**src/rtl/hash_scheduler.sv**
```systemverilog
// Dispatches whole AXI-Stream messages to one of NUM_ENGINES hash engines,
// picking a free engine round-robin and holding it busy until it reports done.
module hash_scheduler #(
   parameter int NUM_ENGINES         = 4,
   parameter int P_S_AXIS_DATA_WIDTH = 512,
   parameter int ID_WIDTH            = (NUM_ENGINES > 2) ? $clog2(NUM_ENGINES) : 1
) (
   input  logic                               axi_aclk,
   input  logic                               axi_reset,
   input  logic [P_S_AXIS_DATA_WIDTH-1:0]     s_axis_tdata,
   input  logic [P_S_AXIS_DATA_WIDTH/8-1:0]   s_axis_tkeep,
   input  logic                               s_axis_tuser,
   input  logic                               s_axis_tvalid,
   output logic                               s_axis_tready,
   input  logic                               s_axis_tlast,
   output logic [P_S_AXIS_DATA_WIDTH-1:0]     m_axis_tdata,
   output logic [P_S_AXIS_DATA_WIDTH/8-1:0]   m_axis_tkeep,
   output logic                               m_axis_tlast,
   output logic [NUM_ENGINES-1:0]             m_axis_tvalid,
   input  logic [NUM_ENGINES-1:0]             m_axis_tready,
   output logic [NUM_ENGINES-1:0]             eng_en,
   output logic [NUM_ENGINES-1:0]             eng_sha_type,
   input  logic [NUM_ENGINES-1:0]             eng_done,
   output logic [ID_WIDTH-1:0]                sel_id,
   output logic [NUM_ENGINES-1:0]             busy_map,
   output logic [31:0]                        msg_count
);

   typedef enum logic [1:0] {IDLE, GRANT, STREAM} state_t;

   localparam logic [ID_WIDTH:0] NE = (ID_WIDTH+1)'(NUM_ENGINES);

   state_t                 state, state_nxt;
   logic [ID_WIDTH-1:0]    rr_ptr;
   logic [ID_WIDTH-1:0]    pick;
   logic                   pick_ok;
   logic                   grant;
   logic                   owned;
   logic                   beat_ok;
   logic                   last_ok;
   logic                   done_held;
   logic [NUM_ENGINES-1:0] sel_oh;
   logic [NUM_ENGINES-1:0] done_mask;
   logic [NUM_ENGINES-1:0] busy_nxt;

   assign m_axis_tdata  = s_axis_tdata;
   assign m_axis_tkeep  = s_axis_tkeep;
   assign m_axis_tlast  = s_axis_tlast;
   assign eng_en        = busy_map;

   assign sel_oh        = NUM_ENGINES'(1) << sel_id;
   assign owned         = (state != IDLE);
   assign s_axis_tready = (state == STREAM) && m_axis_tready[sel_id];
   assign m_axis_tvalid = ((state == STREAM) && s_axis_tvalid) ? sel_oh : '0;
   assign beat_ok       = s_axis_tready && s_axis_tvalid;
   assign last_ok       = beat_ok && s_axis_tlast;
   assign grant         = (state == IDLE) && s_axis_tvalid && pick_ok;

   // First free engine at or after rr_ptr; scanning from the far end lets
   // the nearest candidate overwrite the others.
   always_comb begin
      logic [ID_WIDTH:0] sum;
      pick    = '0;
      pick_ok = 1'b0;
      sum     = '0;
      for (int k = NUM_ENGINES - 1; k >= 0; k--) begin
         sum = {1'b0, rr_ptr} + (ID_WIDTH+1)'(k);
         if (sum >= NE) sum = sum - NE;
         if (!busy_map[sum[ID_WIDTH-1:0]]) begin
            pick    = sum[ID_WIDTH-1:0];
            pick_ok = 1'b1;
         end
      end
   end

   // A done from the engine we are still feeding is deferred to its tlast.
   always_comb begin
      done_mask = '0;
      for (int i = 0; i < NUM_ENGINES; i++)
         done_mask[i] = eng_done[i] && busy_map[i] && !(owned && sel_id == ID_WIDTH'(i));
      busy_nxt = busy_map & ~done_mask;
      if (last_ok && (done_held || eng_done[sel_id])) busy_nxt[sel_id] = 1'b0;
      if (grant) busy_nxt[pick] = 1'b1;
   end

   always_comb begin
      state_nxt = state;
      case (state)
         IDLE:    if (grant)   state_nxt = GRANT;
         GRANT:                state_nxt = STREAM;
         STREAM:  if (last_ok) state_nxt = IDLE;
         default:              state_nxt = IDLE;
      endcase
   end

   always_ff @(posedge axi_aclk) begin
      if (axi_reset) state <= IDLE;
      else           state <= state_nxt;
   end

   always_ff @(posedge axi_aclk) begin
      if (axi_reset) begin
         sel_id       <= '0;
         rr_ptr       <= '0;
         busy_map     <= '0;
         eng_sha_type <= '0;
         msg_count    <= '0;
         done_held    <= 1'b0;
      end else begin
         busy_map <= busy_nxt;
         if (grant) begin
            sel_id             <= pick;
            eng_sha_type[pick] <= s_axis_tuser;
            rr_ptr             <= (pick == ID_WIDTH'(NUM_ENGINES - 1)) ? '0 : pick + 1'b1;
            done_held          <= 1'b0;
         end else if (last_ok) begin
            done_held <= 1'b0;
         end else if (owned && eng_done[sel_id]) begin
            done_held <= 1'b1;
         end
         if (last_ok) msg_count <= msg_count + 32'd1;
      end
   end

endmodule
```
**config.mk**
```make
export PLATFORM = sky130hd
export DESIGN_NAME = hash_scheduler
export DESIGN_NICKNAME = d
export VERILOG_FILES = /design/src/rtl/hash_scheduler.sv
export SDC_FILE = /design/constraint.sdc
export NUM_CORES = 1
export LEC_CHECK = 0
export CORE_AREA = 10 10 467 469
export CTS_BUF_LIST = sky130_fd_sc_hd__clkbuf_8
export CTS_CLUSTER_DIAMETER = 60
export DETAILED_ROUTE_END_ITERATION = 8
export DIE_AREA = 0 0 477 479
export PLACE_DENSITY = 0.3
export REMOVE_ABC_BUFFERS = 1
export SYNTH_ARGS = -nofsm -noshare
export SYNTH_HDL_FRONTEND = slang
export SYNTH_SLANG_ARGS = --single-unit
```
**constraint.sdc**
```tcl
create_clock -name axi_aclk -period 5.25 [get_ports axi_aclk]
set_input_delay 0.525 -clock axi_aclk [delete_from_list [all_inputs] [get_ports axi_aclk]]
set_output_delay 0.525 -clock axi_aclk [all_outputs]
set_load 0.02 [all_outputs]
```
# After elaboration in Yosys (flattened, before gate mapping)
# Cells that the tools add are included.
# word_totals
output_inout_bits,628
ff_bits,47
# op_classes
eq_ne,8
add_sub_neg,9
n_reduce_logical,32
n_lt_le_gt_ge,12
n_mux,36
shifts,1
bitwise,5
# ops
cell,count
"adder 32 x 1 -> 32 bit, second input constant",1
logical AND 1 bit,22
2-to-1 mux 2 bit,11
"< comparator 2 x 3 -> 1 bit, second input constant",6
binary-select mux 1 bit (select 2 bit),6
2-to-1 mux 1 bit,12
2-to-1 mux 4 bit,3
">= comparator 3 bit, second input constant",3
AND 4 bit,2
"equality test 2 bit, second input constant",4
inverter 4 bit,2
"subtractor 2 x 1 -> 2 bit, second input constant",4
"adder 2 x 2 -> 3 bit, second input constant",2
case mux 2 bit (3 select lines),1
bitwise mux 4 bit,1
demux 1 bit (select 2 bit),2
"equality test 2 x 1 -> 1 bit, second input constant",2
">= comparator 2 x 1 -> 1 bit, second input constant",2
logical NOT 1 bit,4
logical NOT 2 bit,2
"inequality test 2 bit, second input constant",2
OR 4 bit,1
"left shift 1 x 2 -> 4 bit, first input constant",1
"adder 2 x 1 -> 3 bit, second input constant",1
other kinds (6),6

# Depth between registers and ports, before layout
# depth
depth_word,15
ltp_mapped,8
depth_no_buf,8

# Worst setup path after synthesis
# Ideal clock, no wire load.
# synth_timing
path_kind,reg2out
from,register sel_id[0]
to,output s_axis_tready
t_arrival_ns,1.407
path_stages_with_launch,4
path_slack_ns,3.318
path_cell_list,dfxtp_1 buf_4 mux4_2 and2_1
# synth_via
elab_chain_cells,3
# synth_rtl
item,line,text
from (decl),24,"output logic [ID_WIDTH-1:0] sel_id,"
from (signal assigned),112,sel_id <= pick;
binary-select mux 1 bit (select 2 bit),53,assign s_axis_tready = (state == STREAM) && m_axis_tready[sel_id];
2-to-1 mux 1 bit (not written as such),53,
logical AND 1 bit,53,
to (decl),14,"output logic s_axis_tready,"
# Every way passes these cells. The select of a mux whose other input is x is not followed.

# Worst setup path in the final report
# Ends and elaborated chain as after synthesis.

==> impl_metrics.py <==
metrics = {
    "sta": {
        "setup_tns_ns": 0,
        "period_share_pct": 53.6,
        "setup_viol": 0,
        "worst_pin_slew_ns": 0.827,
        "finalHoldViolCount": 0,
        "max_slew_margin_pct": 44.7,
        "final_max_slew_viol_count": 0,
        "rsz0062_at_grt": "false",
        "clock-skew-final_ns": 0.0156,
        "period_minus_slack_ns": 2.81,
        "finalWorstSetupSlack_ns": 2.44,
        "fmax_mhz": 355,
    },
    "route": {
        "wl_met3_mm": 115,
        "drc": 0,
        "via_count": 6167,
        "detail_route.vias_per_cell": 1.96,
        "top_layer_used": "met5",
        "firstDrtPassIters": 5,
        "drtIter0Drc": 1014,
        "route.met2.wl_mm": 188,
        "postRouteWirelength_mm": 372,
        "drt-wirelength-per-cell_um": 118,
        "drtAntennaViolNets": 0,
        "drt-met1-wl_mm": 24.2,
    },
    "grt": {
        "antenna_found_initial": 0,
        "grt_overflow_total": 0,
        "grt_max_degree": 45,
        "grt_pass1_vias": 4280,
        "grt_use_total_pct": 31.0,
        "grt_pass1_wl_mm": 383,
    },
    "hold_path": {
        "hp-class": "flip-flop to flip-flop",
    },
    "placed_design": {
        "place_area_um2": 6460,
        "dp.final_hpwl_mm": 367,
        "placedCellCount": 3136,
        "place_congestion": 1.40,
        "place_ws_ns": 2.43,
        "port-buffer-count": 64,
    },
    "yosys": {
        "synth.cell_area_um2": 6770,
        "yosys.area.top_type_share_pct": 64.5,
        "netlist_top_cells_count": "buf_4, nor2_1, dfxtp_1",
        "synth-async-reset-ratio_pct": 0,
        "synthCells": 861,
        "syn_area_per_cell_um2": 7.86,
        "synth_top_flop_cell": "dfxtp_1",
        "yosysWarnings": 0,
        "synth_top_cell_by_area": "buf_4",
        "ys_types": 44,
        "synth_most_common_cell": "buf_4",
        "ys_ff_latch": 47,
        "synth.yosys.seq_area_share_pct": 13.9,
        "synth_edf_count": 0,
        "synth_area_leaders": "buf_4, dfxtp_1, nor2_1",
    },
    "finish": {
        "drive_above_1_share_pct": 7.37,
        "diodes": 0,
        "fin_util_pct": 3.14,
        "layout.nets": 931,
        "nFillCells": 24803,
        "layout.cells.non_filler": 3144,
        "area_growth_syn_to_layout_pct": -3.07,
        "final_area_um2": 6560,
    },
    "clocking": {
        "clk_pin_slew_ns": 0.10,
        "post_cts_resized": 0,
        "clockBufferDepth": 2,
        "ctsHtreeMaxLevel": 2,
        "cts_sinks": 47,
        "postCtsSetupBuffers": 0,
        "insertion_delay_ns": 0.32,
        "postCtsHoldBufs": 0,
        "cts_tree": "done",
        "clockRootBuffer": "clkbuf_8",
        "numCtsBuffers": 5,
    },
    "worst_setup_path": {
        "critPathKind": "flip-flop to primary output",
        "r2r_slack_ns": 2.85,
        "critPathMaxStageDelay_ns": 0.63,
        "crit_buf_inv": 1,
        "path_cells": "mux4_2, and2_1, clkdlybuf4s50_1",
        "crit_required_ns": 4.72,
        "critPathTopFamily": "multiplexers",
        "arrival_ns": 2.29,
        "ff2ff_path_depth": 4,
        "crit_path_top_delay_cell": "mux4_2",
        "r2r-start": "sel_id[0]",
        "setup.worst_path.end_class": "primary output",
        "cp-endpoint": "s_axis_tready",
        "r2r_end": "msg_count[22]",
        "crit_start": "sel_id[0]",
        "start_kind": "flip-flop",
        "worst-path-stages": 3,
        "cp_max_fo": 11,
    },
    "power": {
        "powerDensity_nw_per_um2": 113,
        "p_leak_nw": 1.03,
        "vdd_drop_max_uv": 91.7,
    },
    "floorplanning": {
        "core_area_um2": 209000,
        "die_w_um": 477,
        "die_h_um": 479,
        "die_area_um2": 228000,
        "start_util_pct": 3.24,
        "ios": 1217,
        "rows": 168,
    },
    "outcome": {
        "status": "completed",
    },
    "job": {
        "maxCapViolCount": 0,
    },
}
-- cell type report --
| class | instances | area, um2 | share of cell area (%) |
|---|---|---|---|
| Tap cell | 2805 | 3510 | 53.5 |
| Sequential cell | 47 | 941 | 14.3 |
| Clock buffer | 6 | 82.6 | 1.26 |
| Clock inverter | 2 | 16.3 | 0.248 |
| Timing Repair Buffer | 65 | 643 | 9.80 |
| Inverter | 10 | 37.5 | 0.572 |
| Multi-Input combinational cell | 209 | 1330 | 20.3 |
-- flip-flops by register name (all words and copies together), names as in the netlist --
signal,flops
sel_id,2
state,2
busy_map,4
msg_count,32
done_held,1
eng_sha_type,4
rr_ptr,2
-- through the flow --
stage / power (W) / hold WS [ns]
2_1_floorplan: 0.000440 / 0.494
3_3_place_gp: 0.000496 / 0.483
3_5_place_dp: 0.000495 / 0.491
4_1_cts: 0.000752 / 0.514
5_1_grt: 0.000776 / 0.544
6_report: 0.000745 / 0.512
-- worst min-delay path, delay by kind of cell (launching register included) --
| family | cells | cell delay [ns] |
|---|---|---|
| flip-flops | 1 | 0.34 |
| multiplexers | 1 | 0.07 |
| AND/OR/NAND/NOR | 1 | 0.07 |
-- layer usage --
metal	vias to the layer above	track usage (%)
met3	282	47.0
met5	-	23.9
met2	2493	55.9
met1	2201	4.98
met4	98	24.1
li1	1093	-
-- report_power, final --
part           internal (W)  switching [W]
registers          0.000366      0.0000152
clock network      0.000108       0.000150
logic             0.0000460      0.0000596
-- cells in the final DEF (no fill, tap or decap), drive strengths merged, types with 2 or more instances in the layout --
| cell type | n |
|---|---|
| clkdlybuf4s50 | 63 |
| nor2 | 48 |
| dfxtp | 47 |
| nand2 | 23 |
| xnor2 | 20 |
| nand3 | 14 |
| nor3 | 13 |
| nor4 | 12 |
| nand4 | 11 |
| inv | 10 |
| a21oi | 10 |
| xor2 | 8 |
| o21ai | 7 |
| clkbuf | 6 |
| and4 | 6 |
| ha | 4 |
| nor2b | 3 |
| or3 | 3 |
| and3 | 3 |
| mux2i | 3 |
| o2bb2ai | 3 |
| nand2b | 2 |
| mux4 | 2 |
| and2 | 2 |
| o31ai | 2 |
| buf | 2 |
-- worst min-delay path by stage --
stage / from / to / slack, ns / cells after the start
2_1_floorplan: rr_ptr[1] / rr_ptr[1] / 0.49 / 2
3_3_place_gp: eng_sha_type[0] / eng_sha_type[0] / 0.48 / 2
3_5_place_dp: eng_sha_type[0] / eng_sha_type[0] / 0.49 / 2
4_1_cts: eng_sha_type[0] / eng_sha_type[0] / 0.51 / 2
5_1_grt: eng_sha_type[2] / eng_sha_type[2] / 0.54 / 2
6_report: eng_sha_type[0] / eng_sha_type[0] / 0.51 / 2
-- logic make-up after synthesis --
family	count (synthesis)	share of synthesized area [%]
AND/OR/NAND/NOR	143	11.5
XOR/XNOR	28	3.62
multiplexers	5	1.11
flip-flops	47	13.9
buffers and inverters	605	66.4
adder cells (fa/ha/maj)	4	0.739
AO/OA/AOI/OAI	29	2.73
(Power assumes the default switching activity.)
